==> config.mk <==
export PLATFORM = sky130hd
export DESIGN_NAME = conv_window_gen
export DESIGN_NICKNAME = d
export VERILOG_FILES = /design/src/rtl/conv_window_gen.sv
export SDC_FILE = /design/constraint.sdc
export NUM_CORES = 1
export LEC_CHECK = 0
export BUFFER_PORTS_ARGS = -buffer_cell sky130_fd_sc_hd__buf_4
export CORE_MARGIN = 5
export CORE_UTILIZATION = 42
export DETAILED_ROUTE_END_ITERATION = 10
export PLACE_DENSITY = 0.69
export REMOVE_ABC_BUFFERS = 1
export SLEW_MARGIN = 30
export SYNTH_ARGS = -nofsm -noshare
export SYNTH_HDL_FRONTEND = slang
export SYNTH_SLANG_ARGS = --single-unit
export TNS_END_PERCENT = 50
==> constraint.sdc <==
create_clock -name clk_i -period 5.8 [get_ports clk_i]
set_input_delay 0.29 -clock clk_i [delete_from_list [all_inputs] [get_ports clk_i]]
set_output_delay 0.29 -clock clk_i [all_outputs]
set_load 0.05 [all_outputs]
==> src/rtl/conv_window_gen.sv <==
// conv_window_gen: streaming K_p x K_p sliding-window generator (stride 1, no padding) for raster pixels.
// Define CONV_WIN_PERF_EN to add the stall_cnt_o / win_cnt_o performance counters.
module conv_window_gen #(
  parameter int N_p    = 4,
  parameter int K_p    = 2,
  parameter int R_p    = 16,
  parameter int C_p    = 16,
  parameter int DATA_W = 32,
  localparam int CH_W  = (N_p > 1) ? $clog2(N_p) : 1,
  localparam int ROW_W = (R_p > 1) ? $clog2(R_p) : 1,
  localparam int COL_W = (C_p > 1) ? $clog2(C_p) : 1,
  localparam int WIN_W = K_p * K_p * DATA_W
) (
  input  logic              clk_i,
  input  logic              reset_i,
  input  logic              pix_v_i,
  input  logic [DATA_W-1:0] pix_i,
  output logic              pix_ready_o,
  output logic              win_v_o,
  output logic [WIN_W-1:0]  win_o,
  output logic [CH_W-1:0]   win_ch_o,
  output logic [ROW_W-1:0]  win_row_o,
  output logic [COL_W-1:0]  win_col_o,
  output logic              win_last_o,
  input  logic              win_ready_i
`ifdef CONV_WIN_PERF_EN
  ,
  output logic [31:0]       stall_cnt_o,
  output logic [31:0]       win_cnt_o
`endif
);

  logic [COL_W-1:0]  col_q, col_d;
  logic [ROW_W-1:0]  row_q, row_d;
  logic [CH_W-1:0]   ch_q, ch_d;
  logic              win_v_q, win_v_d;
  logic              win_last_q, win_last_d;
  logic [WIN_W-1:0]  win_q, win_d;
  logic [CH_W-1:0]   win_ch_q, win_ch_d;
  logic [ROW_W-1:0]  win_row_q, win_row_d;
  logic [COL_W-1:0]  win_col_q, win_col_d;

  logic [DATA_W-1:0] line_mem [K_p-1][C_p];
  logic [DATA_W-1:0] new_col [K_p];

  logic pix_acc, win_take, emit;
  logic col_end, row_end, ch_end;

  assign pix_ready_o = !win_v_q || win_ready_i;
  assign win_v_o     = win_v_q;
  assign win_o       = win_q;
  assign win_ch_o    = win_ch_q;
  assign win_row_o   = win_row_q;
  assign win_col_o   = win_col_q;
  assign win_last_o  = win_last_q;

  // Raster position of the pixel currently offered on pix_i.
  always_comb begin
    pix_acc  = pix_v_i && pix_ready_o;
    win_take = win_v_q && win_ready_i;
    col_end  = (col_q == COL_W'(C_p - 1));
    row_end  = (row_q == ROW_W'(R_p - 1));
    ch_end   = (ch_q == CH_W'(N_p - 1));
    emit     = pix_acc && (row_q >= ROW_W'(K_p - 1)) && (col_q >= COL_W'(K_p - 1));
    col_d    = col_q;
    row_d    = row_q;
    ch_d     = ch_q;
    if (pix_acc) begin
      col_d = col_end ? '0 : col_q + COL_W'(1);
      if (col_end) begin
        row_d = row_end ? '0 : row_q + ROW_W'(1);
        if (row_end) begin
          ch_d = ch_end ? '0 : ch_q + CH_W'(1);
        end
      end
    end
  end

  // Window shift: line buffers supply the rows above the incoming pixel, oldest row on top.
  always_comb begin
    for (int kr = 0; kr < K_p - 1; kr++) begin
      new_col[kr] = line_mem[kr][col_q];
    end
    new_col[K_p-1] = pix_i;

    win_d = win_q;
    if (pix_acc) begin
      for (int kr = 0; kr < K_p; kr++) begin
        for (int kc = 0; kc < K_p; kc++) begin
          if (kc < K_p - 1) begin
            win_d[(kr*K_p+kc)*DATA_W +: DATA_W] = win_q[(kr*K_p+kc+1)*DATA_W +: DATA_W];
          end else begin
            win_d[(kr*K_p+kc)*DATA_W +: DATA_W] = new_col[kr];
          end
        end
      end
    end

    win_v_d    = win_v_q;
    win_last_d = win_last_q;
    win_ch_d   = win_ch_q;
    win_row_d  = win_row_q;
    win_col_d  = win_col_q;
    if (emit) begin
      win_v_d    = 1'b1;
      win_last_d = ch_end && row_end && col_end;
      win_ch_d   = ch_q;
      win_row_d  = row_q - ROW_W'(K_p - 1);
      win_col_d  = col_q - COL_W'(K_p - 1);
    end else if (win_take) begin
      win_v_d    = 1'b0;
      win_last_d = 1'b0;
    end
  end

  always_ff @(posedge clk_i) begin
    if (reset_i) begin
      col_q      <= '0;
      row_q      <= '0;
      ch_q       <= '0;
      win_v_q    <= 1'b0;
      win_last_q <= 1'b0;
      win_q      <= '0;
      win_ch_q   <= '0;
      win_row_q  <= '0;
      win_col_q  <= '0;
    end else begin
      col_q      <= col_d;
      row_q      <= row_d;
      ch_q       <= ch_d;
      win_v_q    <= win_v_d;
      win_last_q <= win_last_d;
      win_q      <= win_d;
      win_ch_q   <= win_ch_d;
      win_row_q  <= win_row_d;
      win_col_q  <= win_col_d;
    end
  end

  // Line buffers act as a vertical shift per column; contents are never observed before rewrite.
  always_ff @(posedge clk_i) begin
    if (pix_acc) begin
      for (int i = 0; i < K_p - 2; i++) begin
        line_mem[i][col_q] <= line_mem[i+1][col_q];
      end
      line_mem[K_p-2][col_q] <= pix_i;
    end
  end

`ifdef CONV_WIN_PERF_EN
  logic [31:0] stall_cnt_q, stall_cnt_d;
  logic [31:0] win_cnt_q, win_cnt_d;

  always_comb begin
    stall_cnt_d = stall_cnt_q;
    win_cnt_d   = win_cnt_q;
    if (win_v_q && !win_ready_i) begin
      stall_cnt_d = stall_cnt_q + 32'd1;
    end
    if (win_take) begin
      win_cnt_d = win_cnt_q + 32'd1;
    end
  end

  always_ff @(posedge clk_i) begin
    if (reset_i) begin
      stall_cnt_q <= '0;
      win_cnt_q   <= '0;
    end else begin
      stall_cnt_q <= stall_cnt_d;
      win_cnt_q   <= win_cnt_d;
    end
  end

  assign stall_cnt_o = stall_cnt_q;
  assign win_cnt_o   = win_cnt_q;
`endif

endmodule

==> impl_results.md, run 1 <==
- Vias in the first global route: 14700
- Cts repair resizes: 0
- PwrDens: 350 nW/um^2
- Post-DP Area: 27500 sq um
- Fmax achieved: 294 MHz
- Gpl congestion: 0.768
- Layout Cells excl Fill: 2653
- Avg Synthesized Cell Area: 15.4 sq um
- Nets: 1866
- RSZ-0062 raised after global routing: false
- Static leakage: 10.0 nW
- Count of cell types in the netlist: 41
- Top_reg_cell synth: edfxtp_1
- Total CTS buffers: 70
- Peak VDD IR: 0.000218 V
- Share of post-route cells with drive strength above 1: 22.0%
- Worst slew pin tran: 1.02 ns
- Pins over their slew limit: 0
- Synth top area cells: edfxtp_1, dfxtp_1, mux2i_1, nand2_1, mux4_2
- Initial cell density of the core: 42.5%
- CTS root buf: clkbuf_16
- Post-synth top area share: 61.2%
- First-pass GRT wire length: 86500 um
- Routed len/inst: 21.6 um
- Final setup vio count: 0
- Worst-path clk slew: 0.06 ns
- Initial DRT Pass Iterations: 7
- TritonCTS clock tree: built
- Slew HR: 31.9%
- Crit path DAT: 3.66 ns
- Yosys reg bits: 662
- Area of all placed cells without fillers: 30000 sq um
- Drt drc: 0
- Die area: 64800 sq um
- H-tree depth reported by CTS: 3
- CTS Sinks: 662
- Setup TNS: 0 ns
- Mapped Cells: 1626
- Initial antenna violation count: 1
- Post-synth EDFFs: 512
- Post-route ant nets: 0
- Clock Skews: 0.0230 ns
- GRT overflow: 0
- PortBufs: 176
- Endpoints failing hold: 0
- Final setup margin: 2.40 ns
- DP Wirelength: 33300 um
- I/O pins: 177
- Die Ht: 255 um
- Cell Area, Synth: 25100 sq um
- Initial detailed-routing violation count: 948
- Core area: 59100 sq um
- CTS max path bufs: 3
- Final worst path period share: 58.6%
- Yosys warns: 0
- Final Power: 10.5 mW
- Type of origin of the critical path: input port
- Postcts setup bufs: 0
- # diodes: 0
- Min-delay worst type: input port to register
- Pre-CTS setup slack: 2.35 ns
- Critical path class: input port to register
- CP Max Fanout: 69
- Vias per Instance: 5.43
- Total number of vias: 14400
- Synth-to-Final Area Change: 19.4%
- Fraction of registers with async set/reset: 0%
- Setup crit end kind: register
- Seq/Total Area, Yosys: 73.2%
- Placed cells: 2500
- # fillers: 4746
- Max_cap viols: 0
- Die Wd: 255 um
- Min Clock Period, post-route: 3.40 ns
- Leading area contributor after synthesis: edfxtp_1
- Clk_lat worst skew: 0.61 ns
- Outcome: complete, no violations
- Total track usage: 17.4%
- Worst EP required: 6.06 ns
- Total length of routed wires: 57400 um
- # rows: 89
- Largest net degree at the start of global routing: 115
metal layers:
metal	global-route usage (%)	vias to the layer above	wire length, um
li1	-	6582	-
met2	29.5	484	28500
met3	3.60	92	3790
met5	0	-	0
met4	5.89	0	1370
met1	22.6	7245	23700
layout by cell type, fill, tap and decap left out, types with 4 or more instances in the layout:
master | netlist | final
edfxtp_1 | 512 | 512
nand2_1 | 205 | 204
mux2i_1 | 201 | 201
buf_4 | 20 | 190
dfxtp_1 | 150 | 147
a21oi_1 | 105 | 105
clkbuf_16 | 0 | 75
o22ai_1 | 51 | 51
nor2_1 | 55 | 43
nor3_1 | 46 | 42
mux4_2 | 32 | 32
a221oi_1 | 32 | 32
o21ai_1 | 32 | 32
a211oi_2 | 22 | 22
dlygate4sd3_1 | 0 | 22
clkinv_2 | 0 | 20
clkbuf_1 | 42 | 15
nor2_4 | 0 | 12
buf_16 | 0 | 12
o22ai_2 | 10 | 10
ha_1 | 8 | 8
nand3_1 | 8 | 7
a211oi_1 | 7 | 7
clkinv_1 | 0 | 7
xor2_1 | 6 | 6
inv_1 | 5 | 4
nor3_2 | 0 | 4
bufinv_16 | 0 | 4
cell usage after synthesis (3+ instances only):
master	n
and3_1	3
nor2_1	55
inv_1	5
a211oi_2	22
clkbuf_1	42
a311oi_1	3
mux4_2	32
o22ai_1	51
xor2_1	6
nor3_1	46
a211oi_1	7
ha_1	8
nand3b_1	3
or2_2	3
edfxtp_1	512
o22ai_2	10
buf_4	20
nand2b_1	3
a21oi_1	105
or3_1	3
o21ai_1	32
buf_1	5
mux2i_1	201
buf_6	12
nand2_1	205
buf_2	27
dfxtp_1	150
a221oi_1	32
nand3_1	8
critical path, cell delays in order:
cell	delay, ns
dlygate4sd3_1	0.53
buf_4	0.11
nand2b_1	0.40
and2_4	0.79
nand2_1	0.42
nor2_4	0.64
buf_4	0.44
stage by stage:
step	util, %	hold WS, ns
after floorplan	-	0.355
after global placement	45.8	0.442
after detailed placement	46.4	0.449
after CTS	50.7	0.000471
after global routing	50.7	0.0208
final	50.7	0.0251
layout make-up:
type	instances	area, sq um	area share, %
flip-flops and latches	662	18400	61.3
repair buffers	231	2080	6.95
clock buffers	92	1960	6.54
well taps	773	967	3.23
multi-input cells	851	6250	20.8
clock inverters	38	317	1.06
inverters	6	23.8	0.0793
where the power goes:
part | switching, mW | leakage [nW] | total (mW) | internal, mW
Sequential | 0.0686 | 5.86 | 5.27 | 5.20
Combinational | 0.557 | 3.05 | 0.853 | 0.295
Clock | 1.81 | 1.13 | 4.38 | 2.58
path summary, 6_finish.rpt:
check                            startpoint                to  slack [ns]  cells after the start
worst min register to register    win_o[72]         win_o[72]        0.45                      2
worst max-delay path            win_ready_i   line_mem[0][87]        2.40                      7
worst min-delay path              pix_i[25]  line_mem[0][409]        0.03                      1
worst max register to register      win_v_o   line_mem[0][87]        2.43                      5
flip-flops by register name, indices dropped and copies added (netlist names), 2 cells and up:
register / count
ch_q: 2
col_q: 4
win_row_o: 4
win_o: 128
line_mem: 512
row_q: 4
win_ch_o: 2
win_col_o: 4
logic make-up (layout without fill, tap and decap cells):
logic type | after synthesis | count (layout) | share of synthesized area [%]
xor gates and xnor gates | 8 | 8 | 0.279
DFF | 662 | 662 | 73.2
and+or+nand+nor | 339 | 339 | 5.74
adders and majority gates | 8 | 8 | 0.399
buffers and inverters | 113 | 367 | 2.50
muxes | 233 | 233 | 10.9
AOI/OAI and AO/OA | 263 | 263 | 7.04
repair_timing:
action,in CTS,in global routing
endpoints found under the hold margin,297,0
setup endpoints to repair,0,0
hold buffers,22,0
No activity file was read; power rests on OpenSTA's default activity.
==> run 2, diff against run 1 <==
--- a/config.mk
+++ b/config.mk
@@ -5,6 +5,7 @@
 export SDC_FILE = /design/constraint.sdc
 export NUM_CORES = 1
 export LEC_CHECK = 0
+export ABC_AREA = 1
 export BUFFER_PORTS_ARGS = -buffer_cell sky130_fd_sc_hd__buf_4
 export CORE_MARGIN = 5
 export CORE_UTILIZATION = 42
==> constraint.sdc (replaced) <==
create_clock -name clk_i -period 3.3 [get_ports clk_i]
set_input_delay 0.165 -clock clk_i [delete_from_list [all_inputs] [get_ports clk_i]]
set_output_delay 0.165 -clock clk_i [all_outputs]
set_load 0.05 [all_outputs]
==> impl_results.md, run 2 <==
- Synth top area cells: edfxtp_1, dfxtp_1, nand2_1, nand3_1, inv_1
- Total track usage: 18.2% (+0.81 points)
- Avg Synthesized Cell Area: 9.95 sq um (-36%)
- Number of flip-flops in the largest register: 512 (unchanged)
- Placed cells: 3641 (+46%)
- Die Wd: 264 um (+3.5%)
- Pre-CTS setup slack: 0.991 ns (-1.36 ns)
- Worst EP required: 3.82 ns (-2.24 ns)
- TritonCTS clock tree: built
- Reg2Reg Depth: 6 (+1)
- Core area: 64100 sq um (+8.4%)
- Outcome: complete, no violations
- Clock Skews: 0.0225 ns (-0.000448 ns)
- Gpl congestion: 0.746 (-2.8%)
- Initial antenna violation count: 0 (-1)
- Drt drc: 0 (unchanged)
- Sequential cell area: 18400 sq um (about the same)
- Largest net degree at the start of global routing: 145 (+26%)
- Top post-synthesis cells by count: nand2_1, edfxtp_1, inv_1, nor2_1, nand3_1
- Seq/Total Area, Yosys: 68.1% (-5.1 points)
- First-pass GRT wire length: 100000 um (+16%)
- PortBufs: 176 (unchanged)
- Leading area contributor after synthesis: edfxtp_1
- CP Max Fanout: 24 (-65%)
- DP Wirelength: 34900 um (+4.8%)
- Endpoints failing hold: 0 (unchanged)
- Final setup margin: 1.00 ns (-1.40 ns)
- Flop2flop setup slack: 1.00 ns (-1.43 ns)
- Type of origin of the critical path: register
- Min-Delay Startpoint: pix_v_i
- GRT overflow: 0 (unchanged)
- Post-DP Area: 29300 sq um (+6.8%)
- Crit path launch: col_q[1]
- Min Clock Period, post-route: 2.30 ns
- Total number of vias: 18400 (+28%)
- Die Ht: 264 um (+3.5%)
- Post-route ant nets: 0 (unchanged)
- Postcts setup bufs: 0 (unchanged)
- Total length of routed wires: 64700 um (+13%)
- Final Power: 19.4 mW (+85%)
- Vias in the first global route: 17700 (+21%)
- RSZ-0062 raised after global routing: false
- Clk_lat worst skew: 0.61 ns (about the same)
- Cts repair resizes: 0 (unchanged)
- Hold path depth: 6 (+5)
- Reg2Reg Launch Point: col_q[1]
- Peak VDD IR: 0.000383 V (+76%)
- Cell Area, Synth: 27000 sq um (+7.5%)
- Fraction of registers with async set/reset: 0% (unchanged)
- Area of all placed cells without fillers: 32100 sq um (+7.1%)
- Static leakage: 13.4 nW (+34%)
- Initial DRT Pass Iterations: 5 (-2)
- # rows: 93 (+4.5%)
- PwrDens: 605 nW/um^2 (+73%)
- Worst-path clk slew: 0.06 ns (about the same)
- Die area: 69500 sq um (+7.2%)
- Initial detailed-routing violation count: 1352 (+43%)
- Hold_buf cts: 34 (+55%)
- Reg-to-Reg End: win_row_o[1]
- Top-count cell post-synth: nand2_1
- Initial cell density of the core: 42.1% (-0.37 points)
- CTS max path bufs: 3 (unchanged)
- Final core occ: 50.1% (-0.61 points)
- H-tree depth reported by CTS: 3 (unchanged)
- Total CTS buffers: 72 (+2.9%)
- Critical path class: register to register
- Count of cell types in the netlist: 27 (-34%)
- Largest reg by FF count: line_mem
- # fillers: 5662 (+19%)
- Synth-to-Final Area Change: 19.0%
- Setup crit end kind: register
- Hold Path End: col_q[2]
- Post-synth top area share: 56.9% (-4.3 points)
- Nets: 2938 (+57%)
- Final worst path period share: 69.7%
- Crit path DAT: 2.82 ns (-0.84 ns)
- Fmax achieved: 435 MHz
- Vias per Instance: 4.84 (-11%)
- Commonest non-fill, non-tap cell in the layout: nand2_1
- CTS Sinks: 662 (unchanged)
- Area of the multi-input gates: 6700 sq um (+7.3%)
- Mapped Cells: 2713 (+67%)
- Yosys reg bits: 662 (unchanged)
- Layout Cells excl Fill: 3807 (+43%)
- Yosys warns: 0 (unchanged)
- Pins over their slew limit: 0 (unchanged)
- Max_cap viols: 0 (unchanged)
- Share of post-route cells with drive strength above 1: 12.1% (-9.9 points)
- Slew HR: 41.0% (+9.0 points)
- Worst slew pin tran: 0.885 ns (-0.136 ns)
- Min-delay worst type: input port to register
- Post-synth EDFFs: 512 (unchanged)
- CTS root buf: clkbuf_16
- Most frequent cells in the layout: nand2_1, edfxtp_1, inv_1
- Top_reg_cell synth: edfxtp_1
- I/O pins: 177 (unchanged)
- Routed len/inst: 17.0 um (-21%)
- Final setup vio count: 0 (unchanged)
-- run 2: power by group --
part,switching [mW],total [mW],internal [mW],leakage [nW]
combinational,1.36,1.90,0.541,6.38
clock,3.25,8.25,5.01,1.19
sequential,0.105,9.28,9.17,5.87
total,4.71,19.4,14.7,13.4
-- run 2: worst max-delay path by stage --
stage | end | slack (ns)
after CTS | win_row_o[1] | 0.98
final | win_row_o[1] | 1.00
after global routing | win_last_o | 0.73
after global placement | line_mem[0][321] | 1.01
after floorplan | win_col_o[1] | -5.83
after detailed placement | win_col_o[2] | 0.99
-- run 2: area by class of cell --
type	instances	share of cell area (%)
inverter	358	4.23
clock buffer	98	6.40
timing repair buffer	251	6.71
sequential	662	57.2
multi-input combinational	1549	20.9
clock inverter	33	1.23
antenna	1	0.00779
tap	855	3.33
-- run 2: stage by stage --
step           hold slack, ns  setup TNS (ns)
4_1_cts                 0.117               0
6_report                0.139               0
3_3_place_gp            0.416               0
5_1_grt                 0.175               0
2_1_floorplan           0.234        -2871.98
3_5_place_dp            0.418               0
-- run 2: per-layer routing --
| layer | part of all wire (%) | global-route usage, % |
|---|---|---|
| met5 | 0 | 0 |
| met4 | 2.4 | 4.98 |
| met3 | 6.2 | 3.48 |
| met2 | 49 | 31.4 |
| met1 | 43 | 23.7 |
-- run 2: cells by family after synthesis --
kind of cell             after synthesis  synth area share (%)
AND/OR/NAND/NOR                     1340                  20.2
XOR/XNOR                               5                 0.162
buffers and inverters                502                  7.59
adder cells (fa/ha/maj)                8                 0.371
AO/OA/AOI/OAI                        196                  3.64
flip-flops                           662                  68.1
-- run 2: critical path: stages (launching register included) --
cell      delay (ns)
dfxtp_4         0.37
clkinv_2        0.31
ha_1            0.37
nand3b_1        0.11
nand3_1         0.52
or2_0           0.42
a21oi_1         0.13
==> run 3, diff against run 2 <==
==> constraint.sdc (replaced) <==
create_clock -name clk_i -period 2.3 [get_ports clk_i]
set_input_delay 0.115 -clock clk_i [delete_from_list [all_inputs] [get_ports clk_i]]
set_output_delay 0.115 -clock clk_i [all_outputs]
set_load 0.05 [all_outputs]
==> impl_results.md, run 3 (synthesis results as in run 2) <==
- Outcome: complete, no violations
- Core area: 64100 sq um (unchanged)
- Min Clock Period, post-route: 2.05 ns (-0.251 ns)
- Total length of routed wires: 65300 um (+0.96%)
- GRT overflow: 0 (unchanged)
- Clk_lat worst skew: 0.62 ns (about the same)
- Reg2Reg Launch Point: col_q[0]
- I/O pins: 177 (unchanged)
- Pins over their slew limit: 0 (unchanged)
- Initial cell density of the core: 42.1% (unchanged)
- Cts repair resizes: 0 (unchanged)
- Setup crit end kind: register
- Most frequent cells in the layout: nand2_1, edfxtp_1, inv_1
- Commonest non-fill, non-tap cell in the layout: nand2_1
- Endpoints failing hold: 0 (unchanged)
- Final Power: 27.7 mW (+42%)
- # rows: 93 (unchanged)
- Final worst path period share: 89.1% (+19 points)
- Post-route ant nets: 0 (unchanged)
- Nets: 2954 (+0.54%)
- # diodes: 0 (-1)
- Largest reg by FF count: line_mem
- Reg-to-Reg End: win_o[63]
- Worst-path clk slew: 0.06 ns (about the same)
- Share of post-route cells with drive strength above 1: 12.5% (+0.46 points)
- Clock share of power: 41.9% (-0.6 points)
- Drt drc: 0 (unchanged)
- CTS max path bufs: 3 (unchanged)
- Gpl congestion: 0.764 (+2.4%)
- CTS root buf: clkbuf_16
- Die Ht: 264 um (unchanged)
- Initial detailed-routing violation count: 1558 (+15%)
- Max_cap viols: 0 (unchanged)
- Peak VDD IR: 0.000549 V (+43%)
- Min-delay worst type: input port to register
- Placed cells: 3656 (+0.41%)
- Sw Pwr: 6.90 mW (+47%)
- Routed len/inst: 17.1 um (+0.46%)
- Sw frac: 25.0% (+0.72 points)
- Flop2flop setup slack: 0.25 ns (-0.75 ns)
- CTS Sinks: 662 (unchanged)
- Die area: 69500 sq um (unchanged)
- Synth-to-Final Area Change: 19.6%
- Hold slack: 0.158 ns (+0.0189 ns)
- Vias per Instance: 4.85 (+0.15%)
- Logic pwr share: 10.0% (+0.2 points)
- Final setup vio count: 0 (unchanged)
- PwrDens: 856 nW/um^2 (+42%)
- RSZ-0062 raised after global routing: false
- Number of flip-flops in the largest register: 512 (unchanged)
- Total number of vias: 18500 (+0.65%)
- Largest net degree at the start of global routing: 153 (+5.5%)
- CP Max Fanout: 53 (+120%)
- Worst slew pin tran: 0.770 ns (-0.115 ns)
- Hold path depth: 5 (-1)
- Hold_buf cts: 34 (unchanged)
- Initial DRT Pass Iterations: 5 (unchanged)
- Fmax achieved: 488 MHz (+12%)
- Pint: 20.8 mW (+41%)
- Crit path DAT: 2.54 ns (-0.28 ns)
- PortBufs: 176 (unchanged)
- Initial antenna violation count: 0 (unchanged)
- Reg2Reg Depth: 10 (+4)
- Worst EP required: 2.79 ns (-1.03 ns)
- Static leakage: 13.5 nW (+0.70%)
- Postcts setup bufs: 0 (unchanged)
- Sequential power share: 48.1% (+0.4 points)
- Critical path class: register to register
- Hold Path End: col_q[2]
- Min-Delay Startpoint: pix_v_i
- Total track usage: 18.5% (+0.32 points)
- Vias in the first global route: 18100 (+1.8%)
- Clock Skews: 0.0241 ns (+0.00155 ns)
- H-tree depth reported by CTS: 3 (unchanged)
- Total CTS buffers: 73 (+1.4%)
- Type of origin of the critical path: register
- DP Wirelength: 35500 um (+1.9%)
- Slew HR: 48.6% (+7.7 points)
- First-pass GRT wire length: 103000 um (+2.4%)
- Layout Cells excl Fill: 3826 (+0.50%)
- Die Wd: 264 um (unchanged)
- TritonCTS clock tree: built
run 3: cell count changes in the layout (fill, tap and decap cells not counted):
cell,previous run,this run
buf_12,15,22
clkinv_1,10,9
buf_4,202,210
clkbuf_8,5,10
diode_2,1,0
clkinvlp_2,1,0
clkinv_16,0,2
clkbuf_1,16,21
clkinv_8,2,3
clkinvlp_4,3,2
clkbuf_16,77,74
inv_4,1,2
bufinv_16,8,4
inv_16,0,1
run 3: layout make-up:
type / count / area [sq um]
inverter: 358 / 1360
tap: 855 / 1070
clock inverter: 31 / 362
fill: 5621 / 31800
clock buffer: 105 / 2070
multi-input combinational: 1549 / 6700
sequential: 662 / 18400
timing repair buffer: 266 / 2360
run 3: power groups by stage:
stage          clock network (mW)  registers, mW  logic [mW]
6_report                     11.6           13.3        2.76
5_1_grt                      12.4           13.3        3.03
4_1_cts                      11.9           13.3        2.79
3_5_place_dp                    0           13.6        2.73
3_3_place_gp                    0           13.6        2.71
2_1_floorplan                   0           14.2        1.13
run 3: worst max path at each step:
stage	start	to	cells past startpoint
2_1_floorplan	col_q[0]	win_col_o[1]	6
3_3_place_gp	col_q[0]	win_o[63]	10
3_5_place_dp	col_q[0]	win_o[63]	10
4_1_cts	col_q[0]	win_o[63]	10
5_1_grt	col_q[1]	win_last_o	6
6_report	col_q[0]	win_o[63]	10
run 3: critical path: stages, from the launching register on:
cell	delay, ns
dfxtp_4	0.39
inv_6	0.12
buf_4	0.51
nand2_1	0.11
nand3_1	0.10
nand2_1	0.07
nand2_1	0.05
nand3_1	0.08
nor2_1	0.27
buf_4	0.17
nor2_1	0.03
run 3: per-layer routing:
metal	vias up	wire length (um)	global-route usage (%)
met5	-	0	0
met4	0	1200	4.96
met3	86	3410	2.88
met2	464	32100	31.7
met1	8846	28500	24.8
li1	9153	-	-
run 3: per-stage QoR:
| step | util (%) | setup TNS [ns] | setup slack [ns] | instance area (sq um) |
|---|---|---|---|---|
| 4_1_cts | 50.4 | 0 | 0.274 | 32300 |
| 5_1_grt | 50.4 | 0 | 0.150 | 32300 |
| 3_5_place_dp | 46.1 | 0 | 0.305 | 29500 |
| 2_1_floorplan | - | -3533.98 | -6.83 | 26300 |
| 3_3_place_gp | 46.1 | 0 | 0.290 | 29500 |
| 6_report | 50.4 | 0 | 0.252 | 32300 |
